[src/rtl/card_grid_click_decoder.sv]
// Click-to-card decoder for the memory-game board: maps a left-click onto the card grid,
// filters the card through its state lookup and pairs accepted clicks into first/second selections.
module card_grid_click_decoder #(
  parameter int NUM_X   = 4,
  parameter int NUM_Y   = 3,
  parameter int X0      = 50,
  parameter int Y0      = 50,
  parameter int PITCH_X = 258,
  parameter int PITCH_Y = 234,
  parameter int CARD_W  = 150,
  parameter int CARD_H  = 200,
  parameter int ADDR_W  = 4
) (
  input  logic              clk,
  input  logic              rst,
  input  logic              enable,
  input  logic              mouse_left,
  input  logic [11:0]       mouse_xpos,
  input  logic [11:0]       mouse_ypos,
  input  logic              clear_pair,
  output logic [ADDR_W-1:0] card_state_addr,
  input  logic [1:0]        card_state,
  output logic [ADDR_W-1:0] card_clicked_address,
  output logic              event_occurred,
  output logic [ADDR_W-1:0] first_address,
  output logic [ADDR_W-1:0] second_address,
  output logic              pair_valid,
  output logic              busy
);

  localparam int COL_W = (NUM_X > 1) ? $clog2(NUM_X) : 1;
  localparam int ROW_W = (NUM_Y > 1) ? $clog2(NUM_Y) : 1;

  typedef enum logic [2:0] {
    IDLE,
    DECODE,
    LOOKUP,
    CHECK,
    EMIT
  } state_t;

  state_t state, next_state;

  logic              btn_prev;
  logic              click;
  logic [11:0]       x_q;
  logic [11:0]       y_q;
  logic              col_hit;
  logic              row_hit;
  logic [COL_W-1:0]  col_idx;
  logic [ROW_W-1:0]  row_idx;
  logic [ADDR_W-1:0] card_addr;
  logic              first_held;

  assign click = mouse_left & ~btn_prev;

  // Column/row search on the latched cursor; right/bottom card edges are exclusive.
  always_comb begin
    col_hit = 1'b0;
    col_idx = '0;
    row_hit = 1'b0;
    row_idx = '0;
    for (int c = 0; c < NUM_X; c++) begin
      if (({1'b0, x_q} >= 13'(X0 + c * PITCH_X)) &&
          ({1'b0, x_q} <  13'(X0 + c * PITCH_X + CARD_W))) begin
        col_hit = 1'b1;
        col_idx = COL_W'(c);
      end
    end
    for (int r = 0; r < NUM_Y; r++) begin
      if (({1'b0, y_q} >= 13'(Y0 + r * PITCH_Y)) &&
          ({1'b0, y_q} <  13'(Y0 + r * PITCH_Y + CARD_H))) begin
        row_hit = 1'b1;
        row_idx = ROW_W'(r);
      end
    end
  end

  assign card_addr = ADDR_W'(int'(row_idx) * NUM_X + int'(col_idx) + 1);

  always_ff @(posedge clk) begin
    if (rst) begin
      state <= IDLE;
    end else begin
      state <= next_state;
    end
  end

  always_comb begin
    next_state = state;
    busy       = (state != IDLE);
    if (!enable) begin
      next_state = IDLE;
    end else begin
      case (state)
        IDLE:    if (click) next_state = DECODE;
        DECODE:  next_state = (col_hit && row_hit) ? LOOKUP : IDLE;
        LOOKUP:  next_state = CHECK;
        CHECK:   next_state = (card_state == 2'b01) ? EMIT : IDLE;
        EMIT:    next_state = IDLE;
        default: next_state = IDLE;
      endcase
    end
  end

  // Outputs are loaded on the edge into EMIT so the pulse and addresses appear together.
  // A clear_pair in the deciding cycle wins, so that click starts a new pair.
  always_ff @(posedge clk) begin
    if (rst) begin
      btn_prev             <= 1'b0;
      x_q                  <= '0;
      y_q                  <= '0;
      card_state_addr      <= '0;
      card_clicked_address <= '0;
      first_address        <= '0;
      second_address       <= '0;
      event_occurred       <= 1'b0;
      pair_valid           <= 1'b0;
      first_held           <= 1'b0;
    end else begin
      btn_prev       <= mouse_left;
      event_occurred <= 1'b0;
      pair_valid     <= 1'b0;
      if (clear_pair) begin
        first_held <= 1'b0;
      end
      if (state == IDLE && next_state == DECODE) begin
        x_q <= mouse_xpos;
        y_q <= mouse_ypos;
      end
      if (state == DECODE && next_state == LOOKUP) begin
        card_state_addr <= card_addr;
      end
      if (state == CHECK && next_state == EMIT) begin
        event_occurred       <= 1'b1;
        card_clicked_address <= card_state_addr;
        if (!first_held || clear_pair) begin
          first_address <= card_state_addr;
          first_held    <= 1'b1;
        end else if (card_state_addr != first_address) begin
          second_address <= card_state_addr;
          pair_valid     <= 1'b1;
          first_held     <= 1'b0;
        end
      end
    end
  end

endmodule

[config.mk]
export PLATFORM = sky130hd
export DESIGN_NAME = card_grid_click_decoder
export DESIGN_NICKNAME = d
export VERILOG_FILES = /design/src/rtl/card_grid_click_decoder.sv
export SDC_FILE = /design/constraint.sdc
export NUM_CORES = 1
export LEC_CHECK = 0
export ABC_AREA = 1
export BUFFER_PORTS_ARGS = -buffer_cell sky130_fd_sc_hd__buf_2
export CELL_PAD_IN_SITES_DETAIL_PLACEMENT = 0
export CELL_PAD_IN_SITES_GLOBAL_PLACEMENT = 1
export CORE_MARGIN = 5
export CORE_UTILIZATION = 25
export DETAILED_ROUTE_END_ITERATION = 8
export GPL_TIMING_DRIVEN = 0
export HOLD_SLACK_MARGIN = 0.05
export PLACE_DENSITY_LB_ADDON = 0.1
export SYNTH_ARGS = -nofsm -noshare
export SYNTH_HDL_FRONTEND = slang
export SYNTH_SLANG_ARGS = --single-unit
[constraint.sdc]
create_clock -name clk -period 2.3 [get_ports clk]
set_input_delay 0.115 -clock clk [delete_from_list [all_inputs] [get_ports clk]]
set_output_delay 0.115 -clock clk [all_outputs]
set_load 0.005 [all_outputs]
# Word-level counts from Yosys, hierarchy flattened
# Index checks and enable logic that the tools add are counted.
# classes
order_cmp	14
bitwise	4
n_addsub	2
eq_ne	8
reduce_logical	18
n_mux	23
# ops
cell	n
12-bit by 10-bit greater-or-equal comparator with 1-bit output (second input constant)	3
12-bit by 10-bit < comparator with 1-bit output (second input constant)	3
12-bit by 6-bit greater-or-equal comparator with 1-bit output (second input constant)	2
12-bit by 9-bit greater-or-equal comparator with 1-bit output (second input constant)	2
12-bit by 8-bit < comparator with 1-bit output (second input constant)	2
12-bit by 9-bit < comparator with 1-bit output (second input constant)	2
1-bit two-way mux	15
3-bit case mux with 4 select lines	1
1-bit logical AND	11
3-bit by 2-bit == test with 1-bit output (second input constant)	3
3-bit two-way mux	3
2-bit two-way mux	4
3-bit by 1-bit == test with 1-bit output (second input constant)	2
4-bit by 1-bit adder with 4-bit output (second input constant)	1
4-bit by 2-bit adder with 4-bit output	1
4-bit != test	1
3-bit == test (second input constant)	1
3-bit zero test	1
1-bit NOT	3
3-bit AND reduction	1
3-bit nonzero test	1
3-bit OR reduction	1
2-bit by 1-bit == test with 1-bit output (second input constant)	1
2-bit AND reduction	1
3 further kinds	3
# totals
regBits	47
wordCells	80

# Longest topological paths before layout
# Gate-level depths: netlist (run 1).
# depth
depth_word	14
depth_mapped	12
ltp_nobuf	12

# Worst setup path after synthesis (run 1)
# OpenSTA, ideal clock, no wires.
# synth_path
kind	register -> register
startpoint	register x_q[7]
endpoint	register card_state_addr[3]
synth_period_minus_slack_ns	1.332
n_path_buf	0
stages_incl_launch_ff	11
t_arrival_ns	1.220
path_slack_ns	0.968
path_cell_list	dfxtp_1 > nand3_1 > nor2_1 > nor2_2 > nand2_2 > inv_1 > ha_1 > xor2_1 > nand2_1 > nand2_1 > nor2_1
# synth_between
elab_chain_cells	12
word_cells_on_any_way	27
# synth_rtl
item	line_no	text
start, declared	46	logic [11:0] x_q;
start signal, assigned	128	x_q <= mouse_xpos;
parallel branches: the longest is 12 deep, another holds 12-bit by 9-bit greater-or-equal comparator with 1-bit output	-	
end signal, assigned	132	card_state_addr <= card_addr;
end, declared	21	output logic [ADDR_W-1:0] card_state_addr,
# Parallel ways; which one is timed is not known.
# A chain may end at the register's enable or synchronous reset.

# Worst setup path in the final report (run 1)
# layout_path
startpoint	register x_q[6]
endpoint	register card_state_addr[3]
# The elaborated chain is that of the path after synthesis.

==> flow_metrics.env, run 1 <==
export IMPL_status="complete, no violations"
export IMPL_fmax_mhz=665.8
export IMPL_hold_class="input port to flip-flop"
export IMPL_drtIter0Drc=39
export IMPL_num_nets_final=383
export IMPL_rows=33
export IMPL_max_stage_delay_ps=410
export IMPL_cpMaxStageDelayCell="dfxtp_1"
export IMPL_cp_start_kind="flip-flop"
export IMPL_rrSetupSlack_ps=800
export IMPL_routedWlPerCell_um=12.00
export IMPL_hold_violations=0
export IMPL_yosysUniqueCellTypes=29
export IMPL_finalSetupViolCount=0
export IMPL_grt_setup_unrepaired="no"
export IMPL_r2r_start="x_q[6]"
export IMPL_drive_gt1_share_pct=23.30
export IMPL_final_cells=457
export IMPL_drc=0
export IMPL_power_leakage_nw=1.215
export IMPL_layout_commonest_cell="nand2_1"
export IMPL_die_h_um=102.0
export IMPL_via_per_inst=4.245
export IMPL_slew_viol_final=0
export IMPL_portBuffers=47
export IMPL_rr_worst_depth=10
export IMPL_drv_cap=0
export IMPL_crit_buf_inv=1
export IMPL_tightest_slew_ps=572.0
export IMPL_post_route_period_util_pct=65.30
export IMPL_timing_rr_end="card_state_addr[3]"
export IMPL_use_met1_pct=14.65
export IMPL_htreeDepth=2
export IMPL_cts_tree="done"
export IMPL_place_gp_congestion=0.7289
export IMPL_grt_pass1_vias=1997
export IMPL_clk_path_buf_depth=2
export IMPL_cts_buffers=5
export IMPL_die_area_mm2=0.01040
export IMPL_ios=50
export IMPL_fillers=945
export IMPL_n_antenna_cell=0
export IMPL_grt_busiest_layer="met2"
export IMPL_cts_sinks=45
export IMPL_yosysSeqAreaShare_pct=42.60
export IMPL_fin_skew_ps=7.154
export IMPL_hp_start="mouse_xpos[6]"
export IMPL_final_cell_mix="nand2_1, buf_2, dfxtp_1, nor2_1, inv_1"
export IMPL_core_mm2=0.008217
export IMPL_grt_max_degree=15
export IMPL_setup_tns_ps=0
export IMPL_min_path_cells=3
export IMPL_clockRootBuffer="clkbuf_8"
export IMPL_final_area_mm2=0.002611
export IMPL_initial_core_util_pct=25.73
export IMPL_critical_path_class="flip-flop to flip-flop"
export IMPL_powerDensity_mw_per_mm2=622.3
export IMPL_path_max_fanout=4
export IMPL_areaGrowthSynthToFinish_pct=23.49
export IMPL_fin_crit_ps=1502
export IMPL_cp_required_ps=2510
export IMPL_max_slew_margin_rel_pct=61.87
export IMPL_worstSetupEndpointType="flip-flop"
export IMPL_vdd_drop_max_mv=0.2250
export IMPL_netlist_instances=296
export IMPL_critical_path_arrival_ps=1710
export IMPL_synth_seq_cells=45
export IMPL_antenna_found_initial=0
export IMPL_syn_area_mm2=0.002115
export IMPL_die_x_um=102.0
export IMPL_synthesis_nets=328
export IMPL_yosysWarnings=0
export IMPL_vias=1940
export IMPL_routed_wl_um=5484
export IMPL_crit_family="simple AND/OR/NAND/NOR gates"
export IMPL_holdPathEnd="x_q[6]"
export IMPL_cts_resized=0
export IMPL_grt_pass1_wl_um=9211
export IMPL_grt_use_total_pct=11.22
export IMPL_grtUsageMet2_pct=18.49
export IMPL_place_detailed_hpwl_um=4349
export IMPL_gr_total_overflow=0
export IMPL_clk_pin_slew_worst_paths_ps=90
export IMPL_syn_area_per_cell_um2=7.144
export IMPL_antenna_left=0
export IMPL_path_cells="nand3_1 > nor2_1 > nor2_2 > nand2_2 > inv_1 > ha_1 > xor2_1 > nand2_1 > nand2_1 > nor2_1"
export IMPL_grtUsageMet3_pct=2.594
export IMPL_drt_first_pass_iters=4
export IMPL_clock_latency_ps=300
export IMPL_dp_cells=448
export IMPL_place_area_mm2=0.002481
==> worst max path at each step <==
stage	cells past startpoint	to	startpoint
after global routing	10	card_state_addr[3]	x_q[7]
after CTS	10	card_state_addr[1]	y_q[2]
after global placement	10	card_state_addr[1]	y_q[3]
after detailed placement	11	card_state_addr[1]	y_q[5]
after floorplan	10	card_state_addr[3]	x_q[7]
final	10	card_state_addr[3]	x_q[6]
==> report_power, final <==
| group | switching (W) | total (W) | internal (W) |
|---|---|---|---|
| logic | 0.0000974 | 0.000161 | 0.0000638 |
| registers | 0.0000192 | 0.000822 | 0.000803 |
| clock network | 0.000288 | 0.000642 | 0.000354 |
| total | 0.000405 | 0.00162 | 0.00122 |
==> flip-flops by register name, indices dropped and copies added, names as in the netlist <==
register,count
second_address,4
first_held,1
state,3
event_occurred,1
btn_prev,1
first_address,4
y_q,11
x_q,11
pair_valid,1
card_clicked_address,4
card_state_addr,4
==> stage by stage <==
stage | utilization, % | setup WS [ps] | total power, W | hold slack, ps
6_report | 31.78 | 798.1 | 0.001625 | 81.10
4_1_cts | 31.78 | 782.8 | 0.001658 | 71.60
5_1_grt | 31.78 | 595.1 | 0.001719 | 75.40
2_1_floorplan | - | 967.5 | 0.0009430 | 249.6
3_5_place_dp | 30.20 | 801.0 | 0.001004 | 350.6
3_3_place_gp | 30.20 | 775.9 | 0.001004 | 345.9
==> what timing repair did <==
action | CTS | global route
endpoints found under the hold margin | 1 | 0
hold buffers | 1 | 0
buffers inserted | 0 | 0
endpoints found under the setup margin | 0 | 0
==> worst register-to-register path, stage by stage (launching register included) <==
cell	delay [ps]
dfxtp_1	410
nand3_1	160
nor2_1	150
nor2_2	60
nand2_2	80
inv_1	50
ha_1	180
xor2_1	160
nand2_1	70
nand2_1	60
nor2_1	40
==> layout make-up <==
| class | instances | area, um^2 | share of cell area [%] |
|---|---|---|---|
| buffer | 10 | 41.29 | 1.581 |
| sequential | 45 | 900.9 | 34.50 |
| clock inverter | 2 | 37.54 | 1.437 |
| inverter | 39 | 151.4 | 5.798 |
| multi-input combinational | 202 | 1021 | 39.10 |
| timing repair buffer | 48 | 245.2 | 9.391 |
| tap | 105 | 131.4 | 5.031 |
| clock buffer | 6 | 82.58 | 3.162 |
==> logic make-up after synthesis <==
family	count (synthesis)	synth area share [%]
simple gates	140	30.71
compound gates	57	15.33
buf+inv	49	9.112
flops	45	42.60
xor+xnor	4	1.657
fa+ha+maj	1	0.5916
==> cell usage after synthesis (all sizes together) <==
cell,instances,share of area (%)
xnor2,2,0.83
clkinv,1,0.41
a211oi,4,1.4
inv,38,6.7
dfxtp,45,43
o21a,1,0.36
nand2,58,11
a21oi,27,6.9
buf,4,0.89
or2,1,0.30
nor3,3,1.5
nor2,50,11
nor4,1,0.30
xor2,2,0.83
clkbuf,6,1.1
o21ai,25,6.6
nand3,27,7.0
ha,1,0.59
==> metal layers <==
metal	wire length, um	vias to the layer above
met4	66	0
met2	2533	29
met1	2696	850
li1	-	1056
met5	0	-
met3	188	5
No activity file was read; power rests on OpenSTA's default activity.
==> run 2, diff against run 1 <==
==> constraint.sdc (replaced) <==
create_clock -name clk -period 1.4 [get_ports clk]
set_input_delay 0.07 -clock clk [delete_from_list [all_inputs] [get_ports clk]]
set_output_delay 0.07 -clock clk [all_outputs]
set_load 0.005 [all_outputs]
==> run 2 against run 1 <==
  * The flow now finishes with violations (negative setup slack)
  * Register-to-register slack got worse by 830 ps
  * Maximum frequency rose by 4.8%
  * Clock power rose by 64%
  * Wire length rose by 6.3%
==> flow_metrics.env, run 2 (synthesis results as in run 1) <==
export IMPL_swShare_pct=25.47
export IMPL_max_stage_delay_ps=370
export IMPL_routed_wl_um=5832
export IMPL_place_area_mm2=0.002481
export IMPL_fmax_mhz=697.8
export IMPL_clk_path_buf_depth=2
export IMPL_cts_tree="done"
export IMPL_path_cells="nor2_4 > nor2_4 > nor2_2 > nand3_1 > nand2_2 > nor2_4 > nor2_4 > nand2_1 > nand2_1 > nor2_1"
export IMPL_final_cell_mix="nand2_1, buf_2, inv_1, nor2_1, dfxtp_1"
export IMPL_power_frac_seq_pct=48.9
export IMPL_timing_rr_end="card_state_addr[1]"
export IMPL_path_max_fanout=8
export IMPL_die_h_um=102.0
export IMPL_num_nets_final=410
export IMPL_vdd_drop_max_mv=0.3692
export IMPL_holdPathEnd="y_q[5]"
export IMPL_switchingPower_w=0.0007077
export IMPL_portBuffers=47
export IMPL_drive_gt1_share_pct=40.37
export IMPL_power_leakage_nw=1.424
export IMPL_clockRootBuffer="clkbuf_8"
export IMPL_die_area_mm2=0.01040
export IMPL_core_mm2=0.008217
export IMPL_powerDensity_mw_per_mm2=891.6
export IMPL_tightest_slew_ps=549.8
export IMPL_htreeDepth=2
export IMPL_min_path_cells=3
export IMPL_place_detailed_hpwl_um=4349
export IMPL_finalSetupViolCount=4
export IMPL_grt_max_degree=15
export IMPL_r2r_start="x_q[4]"
export IMPL_grt_pass1_vias=2075
export IMPL_initial_core_util_pct=25.73
export IMPL_fin_skew_ps=7.304
export IMPL_p_int_w=0.002071
export IMPL_drtIter0Drc=35
export IMPL_vias=2103
export IMPL_drt_first_pass_iters=4
export IMPL_antenna_found_initial=0
export IMPL_hold_class="input port to flip-flop"
export IMPL_crit_buf_inv=0
export IMPL_hold_violations=0
export IMPL_n_antenna_cell=0
export IMPL_die_x_um=102.0
export IMPL_clk_pin_slew_worst_paths_ps=90
export IMPL_antenna_left=0
export IMPL_cp_required_ps=1580
export IMPL_violations="negative setup slack"
export IMPL_hp_start="mouse_ypos[5]"
export IMPL_slew_viol_final=0
export IMPL_routedWlPerCell_um=12.05
export IMPL_top_regs="x_q x11, y_q x11"
export IMPL_critical_path_class="flip-flop to flip-flop"
export IMPL_critical_path_arrival_ps=1620
export IMPL_register_area_um2=938.4
export IMPL_ios=50
export IMPL_grt_pass1_wl_um=9459
export IMPL_worst_slack_ps=-33.02
export IMPL_grt_use_total_pct=11.48
export IMPL_drv_cap=0
export IMPL_via_per_inst=4.345
export IMPL_status="finished, violations left"
export IMPL_fillers=890
export IMPL_worstSetupEndpointType="flip-flop"
export IMPL_gr_total_overflow=0
export IMPL_place_gp_congestion=0.7289
export IMPL_clockPowerShare_pct=37.9
export IMPL_post_route_period_util_pct=102.4
export IMPL_dp_worst_setup_slack_ps=-98.96
export IMPL_rrSetupSlack_ps=-30
export IMPL_grt_setup_unrepaired="yes"
export IMPL_cpMaxStageDelayCell="dfxtp_4"
export IMPL_drc=0
export IMPL_crit_top_cell="nor2_4"
export IMPL_fin_crit_ps=1433
export IMPL_rr_worst_depth=10
export IMPL_cts_sinks=45
export IMPL_rows=33
export IMPL_final_area_mm2=0.003117
export IMPL_cp_start_kind="flip-flop"
export IMPL_pwr_share_comb_pct=13.2
export IMPL_crit_family="simple AND/OR/NAND/NOR gates"
export IMPL_max_slew_margin_rel_pct=63.35
export IMPL_multi_input_area_mm2=0.001202
export IMPL_areaGrowthSynthToFinish_pct=47.40
export IMPL_cts_buffers=5
export IMPL_clock_latency_ps=300
run 2: changes by cell type in the layout (fill, tap and decap cells not counted), moves of 10 or more:
cell,delta
buf_4,+10
dfxtp_2,+12
dlygate4sd3_1,+16
dfxtp_1,-18
o21ai_0,-18
run 2: worst max-delay path by stage:
stage / startpoint / end / cells after the start
finish: x_q[4] / card_state_addr[1] / 10
CTS: x_q[4] / card_state_addr[1] / 10
floorplan: x_q[7] / card_state_addr[3] / 10
global placement: y_q[3] / card_state_addr[1] / 10
detailed placement: y_q[5] / card_state_addr[1] / 11
global route: x_q[11] / card_state_addr[3] / 10
run 2: power groups by stage:
stage          combinational [W]  sequential (W)  clock (W)
6_report                0.000368         0.00136    0.00105
3_3_place_gp            0.000269         0.00138          0
3_5_place_dp            0.000268         0.00138          0
2_1_floorplan           0.000176         0.00137          0
4_1_cts                 0.000324         0.00136    0.00110
5_1_grt                 0.000418         0.00136    0.00115
run 2: cell type report:
class	count	area share, %
inverters	39	4.938
multi-input cells	202	38.58
flip-flops and latches	45	30.11
clock buffers	6	2.650
clock inverters	2	1.204
plain buffers	10	2.409
repair buffers	75	15.90
well taps	105	4.215
run 2: what timing repair did:
item,in CTS,in global routing
gates cloned,0,1
pin swaps,12,16
setup endpoints to repair,30,40
hold buffers,14,3
resized for setup,49,63
buffers inserted,3,7
endpoints found under the hold margin,14,3
run 2: routing by layer:
layer  wire, um  global-route usage (%)  vias up
li1           -                       -     1114
met1       2740                   14.78      954
met2       2793                   19.29       29
met3        225                   2.526        6
met4         72                   3.330        0
met5          0                       0        -
run 2: per-stage QoR:
| step | util, % | setup TNS [ps] | hold slack, ps | total power [W] | std cells |
|---|---|---|---|---|---|
| after floorplan | - | 0 | 204.6 | 0.001549 | 296 |
| after global placement | 30.20 | -1311 | 300.9 | 0.001649 | 448 |
| after CTS | 35.22 | -12.83 | 50.87 | 0.002782 | 473 |
| after detailed placement | 30.20 | -1241 | 305.6 | 0.001649 | 448 |
| after global routing | 37.93 | -1633 | 51.06 | 0.002938 | 484 |
| final | 37.93 | -58.33 | 39.41 | 0.002779 | 484 |
run 2: worst register-to-register path, delay by kind of cell, from the launching register on:
kind,cells,cell delay [ps]
flip-flops,1,370
AND/OR/NAND/NOR,10,950
==> run 3, diff against run 2 <==
==> constraint.sdc (replaced) <==
create_clock -name clk -period 1.8 [get_ports clk]
set_input_delay 0.09 -clock clk [delete_from_list [all_inputs] [get_ports clk]]
set_output_delay 0.09 -clock clk [all_outputs]
set_load 0.005 [all_outputs]
==> run 3 against run 2 <==
  * The flow now finishes without violations
  * Sequential power fell by 23%
  * First-iteration DRC count up 14%
  * Combinational power fell by 43%
  * Critical endpoint is now card_state_addr[3]
  * Largest cell class unchanged
  * Highest routed layer unchanged
==> flow_metrics.env, run 3 (synthesis results as in run 1) <==
export IMPL_clk_pin_slew_worst_paths_ps=90
export IMPL_die_x_um=102.0
export IMPL_die_h_um=102.0
export IMPL_drc=0
export IMPL_die_area_mm2=0.01040
export IMPL_grt_max_degree=15
export IMPL_final_area_mm2=0.002621
export IMPL_drt_first_pass_iters=4
export IMPL_fin_skew_ps=7.153
export IMPL_clockRootBuffer="clkbuf_8"
export IMPL_power_w=0.002077
export IMPL_routed_wl_um=5486
export IMPL_critical_path_class="flip-flop to flip-flop"
export IMPL_cts_tree="done"
export IMPL_cts_buffers=5
export IMPL_post_route_period_util_pct=83.89
export IMPL_fin_crit_ps=1510
export IMPL_vdd_drop_max_mv=0.2870
export IMPL_antenna_found_initial=0
export IMPL_worst_slack_ps=290.0
export IMPL_setup_tns_ps=0
export IMPL_fillers=944
export IMPL_layout_commonest_cell="nand2_1"
export IMPL_num_nets_final=384
export IMPL_cts_sinks=45
export IMPL_n_antenna_cell=0
export IMPL_clk_path_buf_depth=2
export IMPL_max_slew_margin_rel_pct=61.93
export IMPL_core_mm2=0.008217
export IMPL_areaGrowthSynthToFinish_pct=23.96
export IMPL_place_detailed_hpwl_um=4349
export IMPL_slew_viol_final=0
export IMPL_p_int_w=0.001561
export IMPL_grt_pass1_wl_um=9197
export IMPL_initial_core_util_pct=25.73
export IMPL_htreeDepth=2
export IMPL_via_per_inst=4.245
export IMPL_grt_pass1_vias=1991
export IMPL_fmax_mhz=662.3
export IMPL_drv_cap=0
export IMPL_swShare_pct=24.85
export IMPL_switchingPower_w=0.0005162
export IMPL_antenna_left=0
export IMPL_cpMaxStageDelayCell="dfxtp_1"
export IMPL_hold_class="input port to flip-flop"
export IMPL_pwr_share_comb_pct=10.0
export IMPL_max_stage_delay_ps=410
export IMPL_power_frac_seq_pct=50.6
export IMPL_crit_family="simple AND/OR/NAND/NOR gates"
export IMPL_portBuffers=47
export IMPL_routedWlPerCell_um=11.98
export IMPL_ios=50
export IMPL_dp_worst_setup_slack_ps=301.0
export IMPL_cp_start_kind="flip-flop"
export IMPL_rows=33
export IMPL_drtIter0Drc=40
export IMPL_clock_latency_ps=300
export IMPL_gr_total_overflow=0
export IMPL_crit_buf_inv=1
export IMPL_top_regs="x_q x11, y_q x11"
export IMPL_worstSetupEndpointType="flip-flop"
export IMPL_final_cell_mix="nand2_1, buf_2, dfxtp_1, nor2_1, inv_1"
export IMPL_powerDensity_mw_per_mm2=792.3
export IMPL_status="complete, no violations"
export IMPL_place_area_mm2=0.002481
export IMPL_critical_path_arrival_ps=1720
export IMPL_finalSetupViolCount=0
export IMPL_power_leakage_nw=1.219
export IMPL_vias=1944
export IMPL_grt_setup_unrepaired="no"
export IMPL_tightest_slew_ps=571.1
export IMPL_place_gp_congestion=0.7289
export IMPL_hold_violations=0
export IMPL_clockPowerShare_pct=39.4
export IMPL_drive_gt1_share_pct=23.23
export IMPL_path_max_fanout=4
export IMPL_grt_use_total_pct=11.21
export IMPL_path_cells="nand3_1 > nor2_1 > nor2_2 > nand2_2 > inv_1 > ha_1 > xor2_1 > nand2_1 > nand2_1 > nor2_1"
export IMPL_cp_required_ps=2010
==> run 3: cell types whose count changed in the layout (fill, tap and decap cells not counted), sizes merged <==
cell	delta
dlygate4sd3	-15
buf	-13
clkbuf	+2
==> run 3: through the flow <==
step | hold WS, ps | util (%) | cells
2_1_floorplan | 224.6 | - | 296
3_3_place_gp | 320.9 | 30.20 | 448
3_5_place_dp | 325.6 | 30.20 | 448
4_1_cts | 50.76 | 31.90 | 458
5_1_grt | 50.40 | 31.90 | 458
6_report | 56.07 | 31.90 | 458
==> run 3: power groups by stage <==
| stage | clock (W) | sequential [W] | combinational (W) |
|---|---|---|---|
| after detailed placement | 0 | 0.00107 | 0.000209 |
| after floorplan | 0 | 0.00107 | 0.000137 |
| after global placement | 0 | 0.00107 | 0.000209 |
| final | 0.000819 | 0.00105 | 0.000208 |
| after CTS | 0.000857 | 0.00105 | 0.000213 |
| after global routing | 0.000899 | 0.00106 | 0.000243 |
==> run 3: final cells by class <==
cell class / instances / area [um^2] / area share (%)
sequential: 45 / 900.9 / 34.37
timing repair buffer: 49 / 255.2 / 9.737
buffer: 10 / 41.29 / 1.575
clock inverter: 2 / 37.54 / 1.432
multi-input combinational: 202 / 1021 / 38.95
clock buffer: 6 / 82.58 / 3.150
inverter: 39 / 151.4 / 5.776
tap: 105 / 131.4 / 5.012
==> run 3: worst min-delay path: stages <==
cell and delay, ps:
buf_2 100, nand3_1 70, a21oi_1 60
==> run 3: final timing paths <==
| path | startpoint | cells past startpoint | slack, ps | endpoint |
|---|---|---|---|---|
| setup / recovery | x_q[6] | 10 | 290 | card_state_addr[3] |
| hold / removal | mouse_xpos[6] | 3 | 60 | x_q[6] |
| setup reg to reg | x_q[6] | 10 | 290 | card_state_addr[3] |
| hold reg to reg | second_address[1] | 2 | 460 | second_address[1] |
==> run 3: routing by layer <==
layer / global-route usage (%) / routed length (um)
met1: 14.61 / 2695
met5: 0 / 0
met4: 3.330 / 66
met2: 18.49 / 2536
met3: 2.594 / 188
==> run 3: what timing repair did <==
action                                 CTS  global route
gates resized for setup                  0             0
hold buffers                             2             0
buffers inserted                         0             0
endpoints found under the hold margin    2             0
